==> config.mk <==
export PLATFORM = sky130hd
export DESIGN_NAME = rv_plic_claim_agent
export DESIGN_NICKNAME = d
export VERILOG_FILES = /design/src/rtl/rv_plic_claim_agent_pkg.sv /design/src/rtl/tlul_pkg.sv /design/src/rtl/tlul_cmd_intg_gen.sv /design/src/rtl/rv_plic_claim_agent.sv
export SDC_FILE = /design/constraint.sdc
export NUM_CORES = 1
export LEC_CHECK = 0
export ABC_CLOCK_PERIOD_IN_PS = 2550
export CAP_MARGIN = 20
export CORE_MARGIN = 5
export CORE_UTILIZATION = 35
export DETAILED_ROUTE_END_ITERATION = 8
export GPL_TIMING_DRIVEN = 0
export PLACE_DENSITY = 0.69
export SYNTH_ARGS = -nofsm -noshare
export SYNTH_HDL_FRONTEND = slang
export SYNTH_HIERARCHICAL = 1
export SYNTH_SLANG_ARGS = --single-unit
==> constraint.sdc <==
create_clock -name clk_i -period 2.55 [get_ports clk_i]
set_input_delay 0.3825 -clock clk_i [delete_from_list [all_inputs] [get_ports clk_i]]
set_output_delay 0.3825 -clock clk_i [all_outputs]
set_load 0.01 [all_outputs]
==> src/rtl/rv_plic_claim_agent_pkg.sv <==
// Shared types and constants for the PLIC claim agent.
// No logic and no latency.
// Not applicable: holds no flow-controlled state.
package rv_plic_claim_agent_pkg;

  // One state per phase of the claim / dispatch / complete sequence.
  typedef enum logic [2:0] {
    IDLE      = 3'd0,
    CLAIM_REQ = 3'd1,
    CLAIM_RSP = 3'd2,
    DISPATCH  = 3'd3,
    WAIT_DONE = 3'd4,
    CMPL_REQ  = 3'd5,
    CMPL_RSP  = 3'd6
  } claim_state_e;

  // CC is a 32-bit register, so every access is a full 4-byte word.
  localparam int unsigned CcSizeLog2 = 2;

  // Event counters stick at all-ones instead of wrapping to zero.
  function automatic logic [15:0] sat_inc16(logic [15:0] v);
    return (v == 16'hFFFF) ? v : v + 16'd1;
  endfunction

endpackage

==> src/rtl/tlul_pkg.sv <==
// TL-UL channel types used by the claim agent: host request and device response.
// Pure type definitions; no timing of its own.
// Backpressure is carried by a_ready (device) and d_ready (host).
package tlul_pkg;

  localparam logic [2:0] PutFullData   = 3'h0;
  localparam logic [2:0] PutPartialData = 3'h1;
  localparam logic [2:0] Get           = 3'h4;
  localparam logic [2:0] AccessAck     = 3'h0;
  localparam logic [2:0] AccessAckData = 3'h1;

  typedef struct packed {
    logic [6:0] cmd_intg;
    logic [6:0] data_intg;
  } tl_a_user_t;

  typedef struct packed {
    logic        a_valid;
    logic [2:0]  a_opcode;
    logic [2:0]  a_param;
    logic [1:0]  a_size;
    logic [7:0]  a_source;
    logic [31:0] a_address;
    logic [3:0]  a_mask;
    logic [31:0] a_data;
    tl_a_user_t  a_user;
    logic        d_ready;
  } tl_h2d_t;

  typedef struct packed {
    logic        d_valid;
    logic [2:0]  d_opcode;
    logic [2:0]  d_param;
    logic [1:0]  d_size;
    logic [7:0]  d_source;
    logic        d_sink;
    logic [31:0] d_data;
    logic [13:0] d_user;
    logic        d_error;
    logic        a_ready;
  } tl_d2h_t;

endpackage

==> src/rtl/tlul_cmd_intg_gen.sv <==
// Generates a_user command and data integrity from the request fields.
// Purely combinational, zero latency.
// No backpressure: follows the request fields directly.
module tlul_cmd_intg_gen (
  input  logic [31:0] a_address,
  input  logic [2:0]  a_opcode,
  input  logic [3:0]  a_mask,
  input  logic [31:0] a_data,
  output logic [6:0]  cmd_intg,
  output logic [6:0]  data_intg
);

  // Six Hamming-style check bits plus one overall parity bit. Each mask
  // selects a distinct subset of payload bits so a single flipped bit
  // changes a unique combination of check bits. An all-zero payload
  // yields an all-zero code, which keeps the idle bus at zero.
  localparam logic [6:0][63:0] IntgMask = {
    64'hFFFF_FFFF_FFFF_FFFF,
    64'hFFFF_FFFF_0000_0000,
    64'hFFFF_0000_FFFF_0000,
    64'hFF00_FF00_FF00_FF00,
    64'hF0F0_F0F0_F0F0_F0F0,
    64'hCCCC_CCCC_CCCC_CCCC,
    64'hAAAA_AAAA_AAAA_AAAA
  };

  function automatic logic [6:0] intg7(logic [63:0] payload);
    logic [6:0] code;
    code = '0;
    for (int i = 0; i < 7; i++) begin
      code[i] = ^(payload & IntgMask[i]);
    end
    return code;
  endfunction

  logic [63:0] cmd_payload;
  logic [63:0] data_payload;

  // Command integrity covers address, opcode and byte mask; data covers the write data.
  always_comb begin
    cmd_payload  = {25'd0, a_address, a_opcode, a_mask};
    data_payload = {32'd0, a_data};
    cmd_intg     = intg7(cmd_payload);
    data_intg    = intg7(data_payload);
  end

endmodule

==> src/rtl/rv_plic_claim_agent.sv <==
// CPU-less PLIC target agent: claims via CC read, hands the ID to a consumer, completes via CC write.
// irq -> a_valid 1 cycle; CC read d_valid -> evt_valid 1 cycle; done -> completion a_valid 1 cycle.
// Request fields held until a_ready; evt_id held until evt_ready; responses bounded by RspTimeout.
module rv_plic_claim_agent
  import tlul_pkg::*;
  import rv_plic_claim_agent_pkg::*;
#(
  parameter logic [31:0] CcAddr     = 32'h0020_0004,
  parameter int unsigned SrcW       = 5,
  parameter logic [7:0]  SourceId   = 8'h00,
  parameter int unsigned RspTimeout = 1024
) (
  input  logic            clk_i,
  input  logic            rst_i,
  input  logic            enable_i,
  input  logic            irq_i,
  output tl_h2d_t         tl_o,
  input  tl_d2h_t         tl_i,
  output logic            evt_valid_o,
  output logic [SrcW-1:0] evt_id_o,
  input  logic            evt_ready_i,
  input  logic            done_i,
  output logic            busy_o,
  output logic            err_o,
  output logic [15:0]     claim_cnt_o,
  output logic [15:0]     spurious_cnt_o
);

  localparam int unsigned TmoW = $clog2(RspTimeout + 1);
  localparam logic [TmoW-1:0] TmoLast = TmoW'(RspTimeout - 1);

  claim_state_e    state_q, state_d;
  logic [SrcW-1:0] id_q;
  logic [TmoW-1:0] tmo_q;
  logic            tmo_hit;
  logic            in_rsp;
  logic            err_d, err_q;
  logic            latch_id, claim_inc, spur_inc;
  logic            d_ready;
  logic [15:0]     claim_cnt_q, spurious_cnt_q;

  // Registered A-channel request, held stable until the device takes it.
  logic            a_valid_q;
  logic [2:0]      a_opcode_q;
  logic [1:0]      a_size_q;
  logic [7:0]      a_source_q;
  logic [31:0]     a_address_q;
  logic [3:0]      a_mask_q;
  logic [31:0]     a_data_q;
  logic [6:0]      cmd_intg, data_intg;

  logic [SrcW-1:0] rsp_id;
  assign rsp_id = tl_i.d_data[SrcW-1:0];

  assign in_rsp  = (state_q == CLAIM_RSP) || (state_q == CMPL_RSP);
  assign tmo_hit = in_rsp && (tmo_q == TmoLast);

  // Next-state and per-cycle control; d_ready is high whenever a response may legally arrive.
  always_comb begin
    state_d   = state_q;
    err_d     = 1'b0;
    latch_id  = 1'b0;
    claim_inc = 1'b0;
    spur_inc  = 1'b0;
    d_ready   = 1'b0;
    unique case (state_q)
      IDLE: begin
        // Stale responses from an abandoned or reset-interrupted access are drained here.
        d_ready = 1'b1;
        if (irq_i && enable_i) state_d = CLAIM_REQ;
      end
      CLAIM_REQ: begin
        if (tl_i.a_ready) state_d = CLAIM_RSP;
      end
      CLAIM_RSP: begin
        d_ready = 1'b1;
        if (tl_i.d_valid) begin
          if (tl_i.d_error) begin
            err_d   = 1'b1;
            state_d = IDLE;
          end else if (rsp_id == '0) begin
            spur_inc = 1'b1;
            state_d  = IDLE;
          end else begin
            latch_id  = 1'b1;
            claim_inc = 1'b1;
            state_d   = DISPATCH;
          end
        end else if (tmo_hit) begin
          err_d   = 1'b1;
          state_d = IDLE;
        end
      end
      DISPATCH: begin
        if (evt_ready_i) state_d = WAIT_DONE;
      end
      WAIT_DONE: begin
        if (done_i) state_d = CMPL_REQ;
      end
      CMPL_REQ: begin
        if (tl_i.a_ready) state_d = CMPL_RSP;
      end
      CMPL_RSP: begin
        d_ready = 1'b1;
        if (tl_i.d_valid) begin
          err_d   = tl_i.d_error;
          state_d = IDLE;
        end else if (tmo_hit) begin
          err_d   = 1'b1;
          state_d = IDLE;
        end
      end
      default: state_d = IDLE;
    endcase
  end

  // State register.
  always_ff @(posedge clk_i or posedge rst_i) begin
    if (rst_i) state_q <= IDLE;
    else       state_q <= state_d;
  end

  // Response timeout: restarts on every entry to a response state, counts while waiting there.
  always_ff @(posedge clk_i or posedge rst_i) begin
    if (rst_i) begin
      tmo_q <= '0;
    end else if (in_rsp && (state_d == state_q)) begin
      tmo_q <= tmo_q + 1'b1;
    end else begin
      tmo_q <= '0;
    end
  end

  // Claimed ID, error pulse and saturating event counters.
  always_ff @(posedge clk_i or posedge rst_i) begin
    if (rst_i) begin
      id_q           <= '0;
      err_q          <= 1'b0;
      claim_cnt_q    <= '0;
      spurious_cnt_q <= '0;
    end else begin
      err_q <= err_d;
      if (latch_id)  id_q           <= rsp_id;
      if (claim_inc) claim_cnt_q    <= sat_inc16(claim_cnt_q);
      if (spur_inc)  spurious_cnt_q <= sat_inc16(spurious_cnt_q);
    end
  end

  // Request fields are loaded from the state being entered, so they appear one cycle
  // after the triggering event and re-load identical values while a_ready is low.
  always_ff @(posedge clk_i or posedge rst_i) begin
    if (rst_i) begin
      a_valid_q   <= 1'b0;
      a_opcode_q  <= '0;
      a_size_q    <= '0;
      a_source_q  <= '0;
      a_address_q <= '0;
      a_mask_q    <= '0;
      a_data_q    <= '0;
    end else begin
      a_valid_q   <= 1'b0;
      a_opcode_q  <= '0;
      a_size_q    <= '0;
      a_source_q  <= '0;
      a_address_q <= '0;
      a_mask_q    <= '0;
      a_data_q    <= '0;
      if (state_d == CLAIM_REQ || state_d == CMPL_REQ) begin
        a_valid_q   <= 1'b1;
        a_opcode_q  <= (state_d == CLAIM_REQ) ? Get : PutFullData;
        a_size_q    <= 2'(CcSizeLog2);
        a_source_q  <= SourceId;
        a_address_q <= CcAddr;
        a_mask_q    <= 4'hF;
        a_data_q    <= (state_d == CMPL_REQ) ? 32'(id_q) : 32'd0;
      end
    end
  end

  tlul_cmd_intg_gen u_intg (
    .a_address (a_address_q),
    .a_opcode  (a_opcode_q),
    .a_mask    (a_mask_q),
    .a_data    (a_data_q),
    .cmd_intg  (cmd_intg),
    .data_intg (data_intg)
  );

  // Assemble the host request channel.
  always_comb begin
    tl_o                  = '0;
    tl_o.a_valid          = a_valid_q;
    tl_o.a_opcode         = a_opcode_q;
    tl_o.a_param          = 3'd0;
    tl_o.a_size           = a_size_q;
    tl_o.a_source         = a_source_q;
    tl_o.a_address        = a_address_q;
    tl_o.a_mask           = a_mask_q;
    tl_o.a_data           = a_data_q;
    tl_o.a_user.cmd_intg  = cmd_intg;
    tl_o.a_user.data_intg = data_intg;
    tl_o.d_ready          = d_ready;
  end

  assign evt_valid_o    = (state_q == DISPATCH);
  assign evt_id_o       = id_q;
  assign busy_o         = (state_q != IDLE);
  assign err_o          = err_q;
  assign claim_cnt_o    = claim_cnt_q;
  assign spurious_cnt_o = spurious_cnt_q;

  // Response fields the agent has no use for; integrity of responses is not checked.
  logic unused_rsp;
  assign unused_rsp = ^{tl_i.d_opcode, tl_i.d_param, tl_i.d_size, tl_i.d_source,
                        tl_i.d_sink, tl_i.d_data[31:SrcW], tl_i.d_user};

endmodule

==> summary.txt, run 1 <==
CTS
  – Clock root buffer: clkbuf_16
  – Worst skew pair latency: ~0.32 ns
  – H-Tree Level Count: 3
  – CTS Buffer Depth: 2
  – Cts bufs inserted: 9
  – Clk sinks: 59
  – Post-CTS Hold Fix Bufs: 0
  – CTS tree: yes
  – Clock transition at the registers of the reported paths: 0.05 ns

Placed design
  – Placer Congestion: 0.740
  – Placed cell area: between 6000 and 7000 um2
  – Post-DP HPWL: 7160 um
  – Port Buffers: 78

Timing
  – Fmax: roughly 0.4 GHz
  – Worst Tran Pin Value: 0.856 ns
  – Final Setup Violations: 0
  – Pins Over Slew Limit: 0
  – Final min period: ~2.4 ns
  – Slew headroom: 0.425
  – Worst clock skew: 0.00652 ns
  – Setup_tns: 0 ns
  – Final Hold Viols: 0
  – RSZ-0062 raised after global routing: yes
  – Tcrit/Tclk final: 0.959

Critical path
  – Worst-path cell chain: buf_12, xor2_2, xnor2_1, xnor2_1, xnor3_1, xor2_1, buf_2
  – Worst Setup Path Type: register to output pin
  – Reg2Reg Depth: 5
  – Crit path launch type: register
  – Cell mode on critical path: xnor2_1
  – Required time worst endpoint: 2.17 ns
  – RR Endpoint: spurious_cnt_o[7]$_DFFE_PP0P_
  – CP endpoint kind: output pin
  – R2R Setup Slk: 0.34 ns
  – Slowest cell on the critical path: dfrtp_4
  – Worst r2r src: spurious_cnt_o[4]$_DFFE_PP0P_
  – Critical Path Fanout Max: 4
  – Critical path's largest stage delay: roughly 0.52 ns
  – CP arrival: 2.06 ns

Floorplanning
  – Core area: between 10,000 and 15,000 um2
  – Die area: 14,900 um2
  – # IOs: 212
  – # rows: a little over 40
  – Starting density of the core: 0.353
  – Die Ht: 122 um
  – Die width: 122 um

GRT
  – Total grt overflow: 0
  – Largest net degree at the start of global routing: 35
  – First-pass GRT wire length: 14,700 um
  – Vias in the first global route: 3,288
  – Total GRT Usage: 0.121
  – Initial antenna violation count: 0

Routing
  – DR DRC count: 0
  – Post-route ant nets: 0
  – Routed vias: 3,351
  – Vias/cell: 3.82
  – DR iter-0 viols: 103
  – DRT Wirelength: 9000 um
  – Drt pass-1 iters: 4
  – Drt wl/cell: 10.3 um

Power and ir drop
  – Leakage power: 3.11 nW
  – Tot Pwr: 0.00557 W
  – VDD IR max: 0.507 mV
  – Power per cell area: 861 nW/um2

Layout
  – Final Util: 0.519
  – Commonest non-fill, non-tap cells in the layout: conb_1, xnor2_1, buf_4
  – Fin nets: 775
  – Synth-to-layout area growth: 47.0%
  – Diode count: 0
  – Share of layout cells above drive strength 1: 0.199
  – Final instance area: 6470 um2
  – Commonest non-fill, non-tap cell in the layout: conb_1

Yosys
  – Post-Syn Area per Cell: roughly 10 um2
  – Synth area leaders: dfrtp_1, xnor2_1, buf_4
  – Number of flops mapped to enable cells by yosys: 0
  – Seq cells post-synth: 59
  – Yosys warning count: 6
  – Count of cell types in the netlist: 47
  – Yosys top cell by area: dfrtp_1
  – Sequential share of the synthesized area: 0.336
  – Post-synth top area share: 0.336
  – Mapped Cells: 442
  – Post-Syn Area: about 4400 um2
  – Primary FF master, synth: dfrtp_1
  – Asr flop ratio synth: 1.00

Run status
  – Status: finished, final reports clean

Job
  – Max Cap Violations: 0

Hold path
  – Min-delay worst type: input port to async pin
[metal layers]
layer | up-vias | wire, um | global-route usage | share of wire
met1 | 1539 | 3500 | 0.136 | 0.39
met5 | - | 0 | 0 | 0
met2 | 92 | 4760 | 0.218 | 0.53
li1 | 1714 | - | - | -
met3 | 6 | 688 | 0.0376 | 0.076
met4 | 0 | 52 | 0.0378 | 0.0058
[cells in the mapped netlist, types with 2 or more instances]
library cell	count
nand4_1	5
a31oi_1	4
mux2_2	7
buf_4	81
nor4_1	3
xnor3_1	3
and2_1	6
nand3_1	22
and3_1	6
nor2_1	20
a21oi_1	4
ha_1	3
conb_1	2
o21ai_0	3
or2_2	2
nand2_1	20
xor2_1	32
or3_1	3
xnor2_1	120
or4_1	2
nor3_1	4
inv_1	7
dfrtp_1	59
[layout make-up]
type,count,area [um2]
Timing Repair Buffer,87,861
Buffer,85,633
Clock buffer,12,256
Sequential cell,59,1480
Tap cell,172,215
Multi-Input combinational cell,451,2920
Fill cell,1163,6000
Clock inverter,4,72.6
Inverter,7,26.3
[state kept, by name, indices dropped and copies added (netlist names)]
register        flops
claim_cnt_o        16
spurious_cnt_o     16
tmo_q              11
a_data_q            5
evt_id_o            5
state_q             3
a_mask_q            1
a_opcode_q          1
err_o               1
[cell families (layout without fill, tap and decap cells)]
| logic type | Yosys count | in the layout | synth area share |
|---|---|---|---|
| AOI/OAI and AO/OA | 16 | 16 | 0.0250 |
| xor gates and xnor gates | 158 | 158 | 0.331 |
| adders and majority gates | 3 | 3 | 0.00853 |
| buffers and inverters | 92 | 195 | 0.150 |
| DFF | 59 | 59 | 0.336 |
| muxes | 7 | 7 | 0.0179 |
| other | 2 | 162 | 0.00171 |
| and+or+nand+nor | 105 | 105 | 0.131 |
[power breakdown]
part / switching (W) / total (W) / internal [W]
clock network: 0.000403 / 0.00131 / 0.000906
logic: 0.00132 / 0.00307 / 0.00176
registers: 0.000122 / 0.00119 / 0.00106
total: 0.00184 / 0.00557 / 0.00373
[critical path, delay by kind of cell, from the launching register on]
kind	cells	cell delay [ns]
flip-flops	1	0.52
buffers and inverters	2	0.29
XOR/XNOR	5	0.94
[how the worst max path moves through the flow]
stage	from	to	slack (ns)	depth (start not counted)
floorplan	a_mask_q[2]$_DFF_PP0_	tl_o[14]	0.33	5
global placement	rst_i	a_data_q[1]$_DFF_PP0_	-0.28	2
detailed placement	a_mask_q[2]$_DFF_PP0_	tl_o[14]	-0.18	6
CTS	a_data_q[3]$_DFF_PP0_	tl_o[7]	0.005	6
global route	a_mask_q[2]$_DFF_PP0_	tl_o[14]	-0.02	7
finish	a_mask_q[2]$_DFF_PP0_	tl_o[14]	0.10	7
[through the flow]
stage / worst slack, ns / hold WS (ns) / instances
global placement: -0.278 / 0.474 / 852
floorplan: 0.331 / 0.448 / 602
CTS: 0.00533 / 0.444 / 877
finish: 0.104 / 0.435 / 877
detailed placement: -0.176 / 0.492 / 853
global route: -0.0159 / 0.484 / 877
[repair_timing]
item | in CTS | in global routing
gates resized for setup | 16 | 11
pin swaps | 4 | 5
buffers inserted | 8 | 0
endpoints found under the setup margin | 7 | 5
(Power assumes the default switching activity.)
==> run 2: changes to the inputs <==
SETUP_SLACK_MARGIN = 0.3   (was default)
==> run 2 against run 1 <==
  * Sequential power hardly changed
  * Final area is 1.8% higher
  * First-iteration DRC count shrank 17%
  * Power up 0.96%
  * Fmax down 0.28%
  * Setup slack got worse by 0.0069 ns
  * Register-to-register slack better by 0.09 ns
==> summary.txt, run 2 (synthesis results as in run 1) <==
Run status
  – Status: finished, final reports clean

Timing
  – Fmax: 0.408 GHz (-0.28%)
  – Setup_tns: 0 ns (unchanged)
  – RSZ-0062 raised after global routing: yes
  – Worst Tran Pin Value: 0.778 ns (-0.0786 ns)
  – Final Setup Violations: 0 (unchanged)
  – Pins Over Slew Limit: 0 (unchanged)
  – Final Hold Viols: 0 (unchanged)
  – Slew headroom: 0.477 (+0.0520)
  – Worst clock skew: 0.00572 ns (-0.000797 ns)
  – Tcrit/Tclk final: 0.962 (+0.00272)
  – Final min period: 2.45 ns (+0.00693 ns)

GRT
  – Met2 Use GR: 0.223 (+0.00552)
  – GRT busiest layer: met2
  – Initial antenna violation count: 0 (unchanged)
  – Met1 Usage GRT: 0.138 (+0.00166)
  – Met3 Use GR: 0.0385 (+0.000929)
  – Total grt overflow: 0 (unchanged)
  – First-pass GRT wire length: 15,000 um (+1.6%)
  – Vias in the first global route: 3,315 (+0.82%)
  – Largest net degree at the start of global routing: 35 (unchanged)
  – Total GRT Usage: 0.123 (+0.00202)

CTS
  – Clk sinks: 59 (unchanged)
  – Cts bufs inserted: 9 (unchanged)
  – Clock transition at the registers of the reported paths: 0.05 ns (about the same)
  – CTS Buffer Depth: 2 (unchanged)
  – Worst skew pair latency: 0.32 ns (about the same)
  – Clock root buffer: clkbuf_16
  – Post-CTS Hold Fix Bufs: 0 (unchanged)
  – CTS tree: yes
  – H-Tree Level Count: 3 (unchanged)

Critical path
  – RR Endpoint: claim_cnt_o[1]$_DFFE_PP0P_
  – WP buf/inv: 2 (unchanged)
  – Crit path launch type: register
  – Family with the most delay on the worst path: XOR/XNOR gates
  – Critical path's largest stage delay: 0.52 ns (about the same)
  – Worst Setup Path Type: register to output pin
  – Slowest cell on the critical path: dfrtp_4
  – Required time worst endpoint: 2.17 ns (about the same)
  – Worst r2r src: claim_cnt_o[0]$_DFFE_PP0P_
  – CP arrival: 2.07 ns (about the same)
  – Reg2Reg Depth: 5 (unchanged)
  – Cell mode on critical path: xnor2_1
  – CP Depth: 7 (unchanged)
  – R2R Setup Slk: 0.43 ns (+0.09 ns)
  – Worst-path cell chain: buf_12, xor2_2, xnor2_1, xnor2_1, xnor3_1, xor2_1, buf_2
  – CP endpoint kind: output pin
  – Critical Path Fanout Max: 4 (unchanged)

Placed design
  – Placer Congestion: 0.740 (unchanged)
  – Dpl cells: 853 (unchanged)
  – Port Buffers: 78 (unchanged)
  – Post-DP HPWL: 7160 um (unchanged)

Layout
  – Share of layout cells above drive strength 1: 0.222 (+0.0235)
  – Synth-to-layout area growth: 49.7%
  – Final cell count without fillers: 879 (+0.23%)
  – Commonest non-fill, non-tap cells in the layout: conb_1, xnor2_1, buf_4
  – Fin nets: 777 (+0.26%)
  – # fillers: 1,164 (+0.086%)
  – Diode count: 0 (unchanged)
  – Commonest non-fill, non-tap cell in the layout: conb_1

Routing
  – Vias/cell: 3.83 (+0.28%)
  – Routed vias: 3,368 (+0.51%)
  – DR iter-0 viols: 85 (-17%)
  – DR DRC count: 0 (unchanged)
  – Post-route ant nets: 0 (unchanged)
  – Drt wl/cell: 10.3 um (+0.79%)
  – DRT Wirelength: 9090 um (+1.0%)
  – Drt pass-1 iters: 4 (unchanged)

Floorplanning
  – # IOs: 212 (unchanged)
  – Die area: 14,900 um2 (unchanged)
  – Die width: 122 um (unchanged)
  – # rows: 41 (unchanged)
  – Starting density of the core: 0.353 (unchanged)
  – Core area: 12,500 um2 (unchanged)
  – Die Ht: 122 um (unchanged)

Power and ir drop
  – Leakage power: 3.15 nW (+1.4%)
  – VDD IR max: 0.490 mV (-3.3%)
  – Power per cell area: 854 nW/um2 (-0.86%)

Job
  – Max Cap Violations: 0 (unchanged)

Hold path
  – Min-delay worst type: input port to async pin
[run 2: how the worst max path moves through the flow]
stage                                startpoint                    end  slack (ns)
after CTS                 a_mask_q[2]$_DFF_PP0_               tl_o[14]        0.07
after detailed placement  a_mask_q[2]$_DFF_PP0_               tl_o[14]       -0.18
final                     a_mask_q[2]$_DFF_PP0_               tl_o[14]         0.1
after global placement                    rst_i  a_data_q[1]$_DFF_PP0_       -0.28
after floorplan           a_mask_q[2]$_DFF_PP0_               tl_o[14]        0.33
after global routing      a_mask_q[2]$_DFF_PP0_               tl_o[14]       -0.01
[run 2: routing by layer]
metal	part of all wire	vias to the layer above
met5	0	-
met4	0.011	0
met3	0.077	10
met2	0.53	94
met1	0.38	1549
li1	-	1715
[run 2: cell type report]
type / count / area [um2] / area share
buffer: 85 / 637 / 0.0967
clock buffer: 12 / 256 / 0.0389
clock inverter: 4 / 72.6 / 0.0110
inverter: 7 / 26.3 / 0.00399
multi-input combinational: 451 / 3030 / 0.460
sequential: 59 / 1480 / 0.225
tap: 172 / 215 / 0.0327
timing repair buffer: 89 / 867 / 0.132
[run 2: per-stage QoR]
| step | setup WS [ns] | power (W) | utilization | instance area [um2] | hold WS, ns |
|---|---|---|---|---|---|
| after floorplan | 0.331 | 0.00307 | - | 5000 | 0.448 |
| after global placement | -0.278 | 0.00417 | 0.481 | 6000 | 0.474 |
| after detailed placement | -0.176 | 0.00423 | 0.483 | 6020 | 0.492 |
| after CTS | 0.0704 | 0.00558 | 0.523 | 6520 | 0.444 |
| after global routing | -0.00969 | 0.00599 | 0.528 | 6590 | 0.484 |
| final | 0.0966 | 0.00562 | 0.528 | 6590 | 0.433 |
[run 2: timing repair]
action | in CTS | in global routing
gates resized for setup | 46 | 17
gates cloned | 0 | 0
buffers inserted | 10 | 0
pin swaps | 20 | 17
setup endpoints to repair | 20 | 19
[run 2: report_power, final]
part / switching (W) / internal, W / leakage (nW)
sequential: 0.000122 / 0.00107 / 0.786
clock: 0.000405 / 0.000906 / 0.159
combinational: 0.00136 / 0.00176 / 2.21
